`config.mk`:
```
export PLATFORM = sky130hd
export DESIGN_NAME = lsu_unit_flat
export DESIGN_NICKNAME = d
export VERILOG_FILES = /design/src/rtl/lsu_unit_pkg.sv /design/src/rtl/lsu_unit_if.sv /design/src/rtl/lsu_align.sv /design/src/rtl/lsu_unit.sv /design/src/flat_wrapper.sv
export SDC_FILE = /design/constraint.sdc
export NUM_CORES = 1
export LEC_CHECK = 0
export ABC_AREA = 1
export CAP_MARGIN = 15
export CORE_MARGIN = 4
export CORE_UTILIZATION = 41
export DETAILED_ROUTE_END_ITERATION = 12
export PLACE_DENSITY_LB_ADDON = 0.3
export SYNTH_ARGS = -nofsm -noshare
export SYNTH_HDL_FRONTEND = slang
export SYNTH_SLANG_ARGS = --single-unit
```
`constraint.sdc`:
```
create_clock -name clk -period 1.5 [get_ports clk]
set_input_delay 0.3 -clock clk [delete_from_list [all_inputs] [get_ports clk]]
set_output_delay 0.3 -clock clk [all_outputs]
set_load 0.02 [all_outputs]
```
`src/rtl/lsu_unit_pkg.sv`:
```
// rtl/lsu_unit_pkg.sv - shared CPU types for the load/store unit: width codes, FSM states, size helpers
package lsu_unit_pkg;

  typedef enum logic [2:0] {
    MW_B  = 3'b000,
    MW_H  = 3'b001,
    MW_W  = 3'b010,
    MW_D  = 3'b011,
    MW_BU = 3'b100,
    MW_HU = 3'b101,
    MW_WU = 3'b110
  } mem_width_e;

  typedef enum logic [1:0] {
    S_IDLE,
    S_REQ,
    S_WAIT,
    S_DONE
  } lsu_state_e;

  typedef enum logic [1:0] {
    SZ_B,
    SZ_H,
    SZ_W,
    SZ_D
  } mem_size_e;

  // Access size of a width code; the unused code 111 behaves as a doubleword.
  function automatic mem_size_e width_size(input logic [2:0] w);
    case (w)
      MW_B, MW_BU: return SZ_B;
      MW_H, MW_HU: return SZ_H;
      MW_W, MW_WU: return SZ_W;
      default:     return SZ_D;
    endcase
  endfunction

  // Only the plain B/H/W loads sign-extend.
  function automatic logic width_signed(input logic [2:0] w);
    return (w == MW_B) || (w == MW_H) || (w == MW_W);
  endfunction

  // True when the access does not sit on its natural size boundary.
  function automatic logic lsu_misaligned(input logic [2:0] w, input logic [2:0] lane);
    case (width_size(w))
      SZ_H:    return lane[0];
      SZ_W:    return |lane[1:0];
      SZ_D:    return |lane;
      default: return 1'b0;
    endcase
  endfunction

endpackage

```
`src/rtl/lsu_unit_if.sv`:
```
// rtl/lsu_unit_if.sv - core-side request/response bundle of the load/store unit
interface lsu_unit_if;
  logic        req_valid;
  logic        req_ready;
  logic        req_we;
  logic [2:0]  req_width;
  logic [63:0] req_addr;
  logic [63:0] req_wdata;
  logic        resp_valid;
  logic [63:0] resp_rdata;
  logic        resp_err;

  modport master (
    output req_valid, req_we, req_width, req_addr, req_wdata,
    input  req_ready, resp_valid, resp_rdata, resp_err
  );

  modport slave (
    input  req_valid, req_we, req_width, req_addr, req_wdata,
    output req_ready, resp_valid, resp_rdata, resp_err
  );
endinterface

```
`src/rtl/lsu_align.sv`:
```
// rtl/lsu_align.sv - byte-lane mask, store data shift and load extract/extend
module lsu_align
  import lsu_unit_pkg::*;
(
  input  logic [2:0]  width,
  input  logic [2:0]  lane,
  input  logic [63:0] wdata,
  input  logic [63:0] rdata,
  output logic [63:0] wdata_sh,
  output logic [7:0]  wmask,
  output logic [63:0] rdata_ext
);

  logic [5:0]  bit_off;
  logic [63:0] rsh;
  logic        sgn;

  assign bit_off = {lane, 3'b000};
  assign sgn     = width_signed(width);

  // Move store data/mask up to the addressed lane and bring load data down to bit 0.
  always_comb begin
    wdata_sh  = wdata << bit_off;
    rsh       = rdata >> bit_off;
    wmask     = 8'hFF << lane;
    rdata_ext = rsh;
    case (width_size(width))
      SZ_B: begin
        wmask     = 8'h01 << lane;
        rdata_ext = {{56{sgn & rsh[7]}}, rsh[7:0]};
      end
      SZ_H: begin
        wmask     = 8'h03 << lane;
        rdata_ext = {{48{sgn & rsh[15]}}, rsh[15:0]};
      end
      SZ_W: begin
        wmask     = 8'h0F << lane;
        rdata_ext = {{32{sgn & rsh[31]}}, rsh[31:0]};
      end
      default: begin
        wmask     = 8'hFF << lane;
        rdata_ext = rsh;
      end
    endcase
  end

endmodule

```
`src/rtl/lsu_unit.sv`:
```
// rtl/lsu_unit.sv - single-outstanding load/store unit; LSU_MISALIGN_TRAP_EN enables misaligned-access trapping
module lsu_unit
  import lsu_unit_pkg::*;
(
  input  logic        clk,
  input  logic        rst,
  lsu_unit_if.slave   core,
  output logic        dmem_req,
  output logic        dmem_we,
  output logic [63:0] dmem_addr,
  output logic [63:0] dmem_wdata,
  output logic [7:0]  dmem_wmask,
  input  logic        dmem_gnt,
  input  logic        dmem_rvalid,
  input  logic [63:0] dmem_rdata
);

  lsu_state_e  state;
  logic        req_ready_q;
  logic        resp_valid_q;
  logic [63:0] resp_rdata_q;
  logic        resp_err_q;
  logic        we_q;
  logic [2:0]  width_q;
  logic [63:0] addr_q;
  logic [63:0] wdata_q;
  logic [63:0] rdata_ext;
  logic        misalign;

`ifdef LSU_MISALIGN_TRAP_EN
  assign misalign = lsu_misaligned(core.req_width, core.req_addr[2:0]);
`else
  assign misalign = 1'b0;
`endif

  lsu_align u_align (
    .width     (width_q),
    .lane      (addr_q[2:0]),
    .wdata     (wdata_q),
    .rdata     (dmem_rdata),
    .wdata_sh  (dmem_wdata),
    .wmask     (dmem_wmask),
    .rdata_ext (rdata_ext)
  );

  assign dmem_addr       = {addr_q[63:3], 3'b000};
  assign dmem_we         = we_q;
  assign core.req_ready  = req_ready_q;
  assign core.resp_valid = resp_valid_q;
  assign core.resp_rdata = resp_rdata_q;
  assign core.resp_err   = resp_err_q;

  // Request sequencer: accept, hold the memory strobe until granted, wait for data, respond once.
  always_ff @(posedge clk) begin
    if (rst) begin
      state        <= S_IDLE;
      req_ready_q  <= 1'b1;
      dmem_req     <= 1'b0;
      resp_valid_q <= 1'b0;
      resp_rdata_q <= '0;
      resp_err_q   <= 1'b0;
      we_q         <= 1'b0;
      width_q      <= '0;
      addr_q       <= '0;
      wdata_q      <= '0;
    end else begin
      resp_valid_q <= 1'b0;
      case (state)
        S_IDLE: begin
          if (core.req_valid && req_ready_q) begin
            we_q        <= core.req_we;
            width_q     <= core.req_width;
            addr_q      <= core.req_addr;
            wdata_q     <= core.req_wdata;
            req_ready_q <= 1'b0;
            if (misalign) begin
              state        <= S_DONE;
              resp_valid_q <= 1'b1;
              resp_err_q   <= 1'b1;
            end else begin
              state    <= S_REQ;
              dmem_req <= 1'b1;
            end
          end
        end
        S_REQ: begin
          if (dmem_gnt) begin
            dmem_req <= 1'b0;
            if (we_q) begin
              state        <= S_DONE;
              resp_valid_q <= 1'b1;
              resp_err_q   <= 1'b0;
            end else begin
              state <= S_WAIT;
            end
          end
        end
        S_WAIT: begin
          if (dmem_rvalid) begin
            state        <= S_DONE;
            resp_valid_q <= 1'b1;
            resp_rdata_q <= rdata_ext;
            resp_err_q   <= 1'b0;
          end
        end
        S_DONE: begin
          state       <= S_IDLE;
          req_ready_q <= 1'b1;
        end
        default: begin
          state       <= S_IDLE;
          req_ready_q <= 1'b1;
          dmem_req    <= 1'b0;
        end
      endcase
    end
  end

endmodule

```
`src/flat_wrapper.sv`:
```
// flat-port wrapper written by rule: the top's interface ports become plain ports
module lsu_unit_flat import lsu_unit_pkg::*;
  (clk, rst, dmem_req, dmem_we, dmem_addr, dmem_wdata, dmem_wmask, dmem_gnt, dmem_rvalid, dmem_rdata, core_req_valid, core_req_we, core_req_width, core_req_addr, core_req_wdata, core_req_ready, core_resp_valid, core_resp_rdata, core_resp_err);
  lsu_unit_if core_i ();
  input  logic clk;
  input  logic rst;
  output logic dmem_req;
  output logic dmem_we;
  output logic [63:0] dmem_addr;
  output logic [63:0] dmem_wdata;
  output logic [7:0] dmem_wmask;
  input  logic dmem_gnt;
  input  logic dmem_rvalid;
  input  logic [63:0] dmem_rdata;
  input wire logic [$bits(core_i.req_valid)-1:0] core_req_valid;
  input wire logic [$bits(core_i.req_we)-1:0] core_req_we;
  input wire logic [$bits(core_i.req_width)-1:0] core_req_width;
  input wire logic [$bits(core_i.req_addr)-1:0] core_req_addr;
  input wire logic [$bits(core_i.req_wdata)-1:0] core_req_wdata;
  output wire logic [$bits(core_i.req_ready)-1:0] core_req_ready;
  output wire logic [$bits(core_i.resp_valid)-1:0] core_resp_valid;
  output wire logic [$bits(core_i.resp_rdata)-1:0] core_resp_rdata;
  output wire logic [$bits(core_i.resp_err)-1:0] core_resp_err;
  assign core_i.req_valid = core_req_valid;
  assign core_i.req_we = core_req_we;
  assign core_i.req_width = core_req_width;
  assign core_i.req_addr = core_req_addr;
  assign core_i.req_wdata = core_req_wdata;
  assign core_req_ready = core_i.req_ready;
  assign core_resp_valid = core_i.resp_valid;
  assign core_resp_rdata = core_i.resp_rdata;
  assign core_resp_err = core_i.resp_err;
  lsu_unit u_core (.clk(clk), .rst(rst), .core(core_i), .dmem_req(dmem_req), .dmem_we(dmem_we), .dmem_addr(dmem_addr), .dmem_wdata(dmem_wdata), .dmem_wmask(dmem_wmask), .dmem_gnt(dmem_gnt), .dmem_rvalid(dmem_rvalid), .dmem_rdata(dmem_rdata));
endmodule
```
==> summary.md <==
| Metric | Value |
|---|---|
| IO Count | 406 |
| Hold Fails Final Rpt | 0 |
| Fillcell total | 2206 |
| Grt total ovfl | 0 |
| Maximum clock insertion buffer count | 3 |
| Pins Over Slew Limit | 0 |
| Sequential area share after synthesis | 0.357 |
| Max-Cap Viols | 0 |
| Drt drc | 0 |
| Die H | 174 um |
| M3 GR Usage | 0.0822 |
| Clock root cell | clkbuf_16 |
| CP required | 1200 ps |
| Register area | 4040 um2 |
| Rel. slew slack | 0.576 |
| Met1 Track Usage GR | 0.386 |
| Share of layout cells above drive strength 1 | 0.276 |
| Dpl hpwl | 35.4 mm |
| DIE AREA | 30200 um2 |
| Vias per std cell | 5.36 |
| Worst hold path type | input pin to flop |
| CTS Buf Count | 24 |
| Ys async rst share | 0 |
| Synth top area share | 0.357 |
| RSZ-0062 raised after global routing | true |
| Area contributors post-synth | dfxtp_1, o21ai_0, nand2_1, nor2_1, buf_4 |
| CTS tree | built |
| Final setup violation count | 391 |
| Total track usage | 0.301 |
| N_diodes | 0 |
| Gr busiest metal | met2 |
| Cells after DPL | 2494 |
| Yosys top cell by area | dfxtp_1 |
| Port bufs | 401 |
| Worst VDD drop | 1080 uV |
| Fin crit period | 2290 ps |
| Arr. time, crit path | 1990 ps |
| Synth Cell Area | 11300 um2 |
| DP Area | 16800 um2 |
| Vias | 13700 |
| Status | finished, violations left |
| Fin nets | 2409 |
| Avg Inst Size Synth | 6.36 um2 |
| Starting Density | 0.417 |
| First-pass GRT wire length | 73.8 mm |
| Critical-path maximum fanout | 7 |
| Seq cells post-synth | 201 |
| Failing checks | negative setup slack |
| Critical path class | flop to primary output |
| Layout area overhead | 68.5% |
| Pin count of the biggest net entering global routing | 64 |
| ANT nets after route | 0 |
| TritonRoute pass-1 iters | 6 |
| Pre-CTS WS | -726 ps |
| Final Worst Setup Slack | -791 ps |
| Clk pin slew, worst setup/hold paths | 60 ps |
| Library cells used by synthesis | 33 |
| Final GP Congestion | 0.957 |
| Core box area | 27000 um2 |
| Top FF cell, synth | dfxtp_1 |
| Std cell rows | 60 |
| CP Capture Type | primary output |
| Vias in the first global route | 13100 |
| Worst Tran Pin Value | 630 ps |
| Crit share post-route | 1.53 |
| F_max | 0.436 GHz |
| Drt total wl | 49.0 mm |
| Worst clock skew | 15.9 ps |
| Latest clock arrival within the worst-skew pair | 530 ps |
| Met2 Use GR | 0.495 |
| Startpoint class of the critical path | flop |
| PwrDens | 1950 nW/um2 |
| DRT iter0 DRCs | 1406 |
| Post-Syn Instances | 1772 |
| Post-route design area | 19000 um2 |
| Routed len/inst | 19.1 um |
| EDFF count, synth | 0 |
| Post-Layout Cell Count | 2563 |
| Hold Buf Count CTS | 0 |
| Die width | 174 um |
| CTS Sinks | 201 |
| Leak | 0.00801 uW |
| H-tree depth | 1 |
| Area of the multi-input gates | 7010 um2 |
| Yosys warnings | 0 |
| Initial antenna violation count | 1 |
## cells in the final DEF, fill, tap and decap left out, types with 10 or more instances in the layout
cell type | Yosys | final
nand2_1 | 378 | 325
clkdlybuf4s50_1 | 0 | 325
o21ai_0 | 330 | 230
nor2_1 | 274 | 208
dfxtp_1 | 201 | 197
buf_4 | 69 | 154
a21oi_1 | 101 | 99
inv_1 | 110 | 96
buf_6 | 10 | 72
nand3_1 | 94 | 66
o21ai_2 | 0 | 61
nand2_2 | 3 | 45
nor2_2 | 4 | 43
buf_12 | 1 | 33
nand3_2 | 3 | 30
nor2_4 | 1 | 28
o21ai_4 | 0 | 26
o211ai_1 | 26 | 26
clkbuf_16 | 0 | 26
o21ai_1 | 9 | 22
nand2_4 | 2 | 13
a21oi_2 | 10 | 12
inv_2 | 3 | 10
## final timing paths
kind                                                       from                                       to  slack (ps)  cells past startpoint
worst max-delay path              u_core.addr_q[0]$_SDFFE_PP0P_                           dmem_wdata[55]        -790                      9
worst min-delay path                           core_req_addr[7]            u_core.addr_q[7]$_SDFFE_PP0P_         350                      3
worst min register to register  u_core.wdata_q[37]$_SDFFE_PP0P_          u_core.wdata_q[37]$_SDFFE_PP0P_         490                      2
worst max register to register    u_core.addr_q[0]$_SDFFE_PP0P_  u_core.core.resp_rdata[61]$_SDFFE_PP0P_        -470                     12
## power by group
part           internal (uW)  switching, uW
Combinational          10100          13300
Clock                   3590           2440
Sequential              6760            877
Total                  20400          16600
## synthesized netlist by cell type (2+ instances only)
cell type  number
o211ai_1       26
o22ai_1         9
o21ai_1         9
a31oi_1         2
nand2_4         2
a21oi_2        10
buf_2          21
inv_2           3
buf_4          69
nor3_1          2
o21ai_0       330
clkbuf_1       79
nand2_1       378
nor2_2          4
inv_1         110
a21oi_1       101
nand3_2         3
nand3_1        94
nand2_2         3
buf_6          10
ha_1            4
buf_1          19
nor2_1        274
dfxtp_1       201
## metal layers
layer  part of all wire  wire length, um
met5            0.00027               13
met4              0.036             1780
met3               0.10             5090
met2               0.46            22500
met1               0.40            19600
## timing repair
action | in CTS | in global routing
gates cloned | 6 | 1
pin swaps | 37 | 30
endpoints found under the setup margin | 393 | 398
endpoints found under the hold margin | 0 | 0
gates resized for setup | 540 | 135
buffers inserted | 16 | 4
## metrics by stage
step	hold WS (ps)	total power [uW]	util	TNS, ps
after CTS	320	35800	0.684	-129030
after floorplan	424	19300	-	-10080
after global routing	329	38900	0.703	-152480
after detailed placement	462	27600	0.620	-124600
after global placement	460	27400	0.620	-119390
final	350	37000	0.703	-122060
## critical path: stages, from the launching register on
cell and delay [ps]:
dfxtp_4 390, buf_8 140, nor2_4 90, inv_2 60
buf_8 150, o22ai_4 170, buf_6 130, nor2_4 40
a31oi_4 150, buf_6 150
## cell type report
class                   count  area share
clock buffers              34      0.0384
clock inverters            10     0.00579
inverters                 114      0.0241
multi-input cells        1261       0.369
flip-flops and latches    201       0.212
well taps                 341      0.0224
repair buffers            602       0.328
## kinds of logic after synthesis
| group | Yosys count | share of synthesized area |
|---|---|---|
| other cells | 1 | 0.000332 |
| compound gates | 488 | 0.227 |
| simple gates | 765 | 0.274 |
| fa+ha+maj | 4 | 0.00444 |
| buf+inv | 313 | 0.138 |
| flops | 201 | 0.357 |
## state kept, by name (all words and copies together), names as in the netlist
name	cells
u_core.addr_q	64
u_core.core.resp_rdata	64
u_core.wdata_q	64
u_core.width_q	3
u_core.state	2
u_core.core.req_ready	1
u_core.core.resp_valid	1
u_core.dmem_req	1
u_core.dmem_we	1
(Power assumes the default switching activity.)
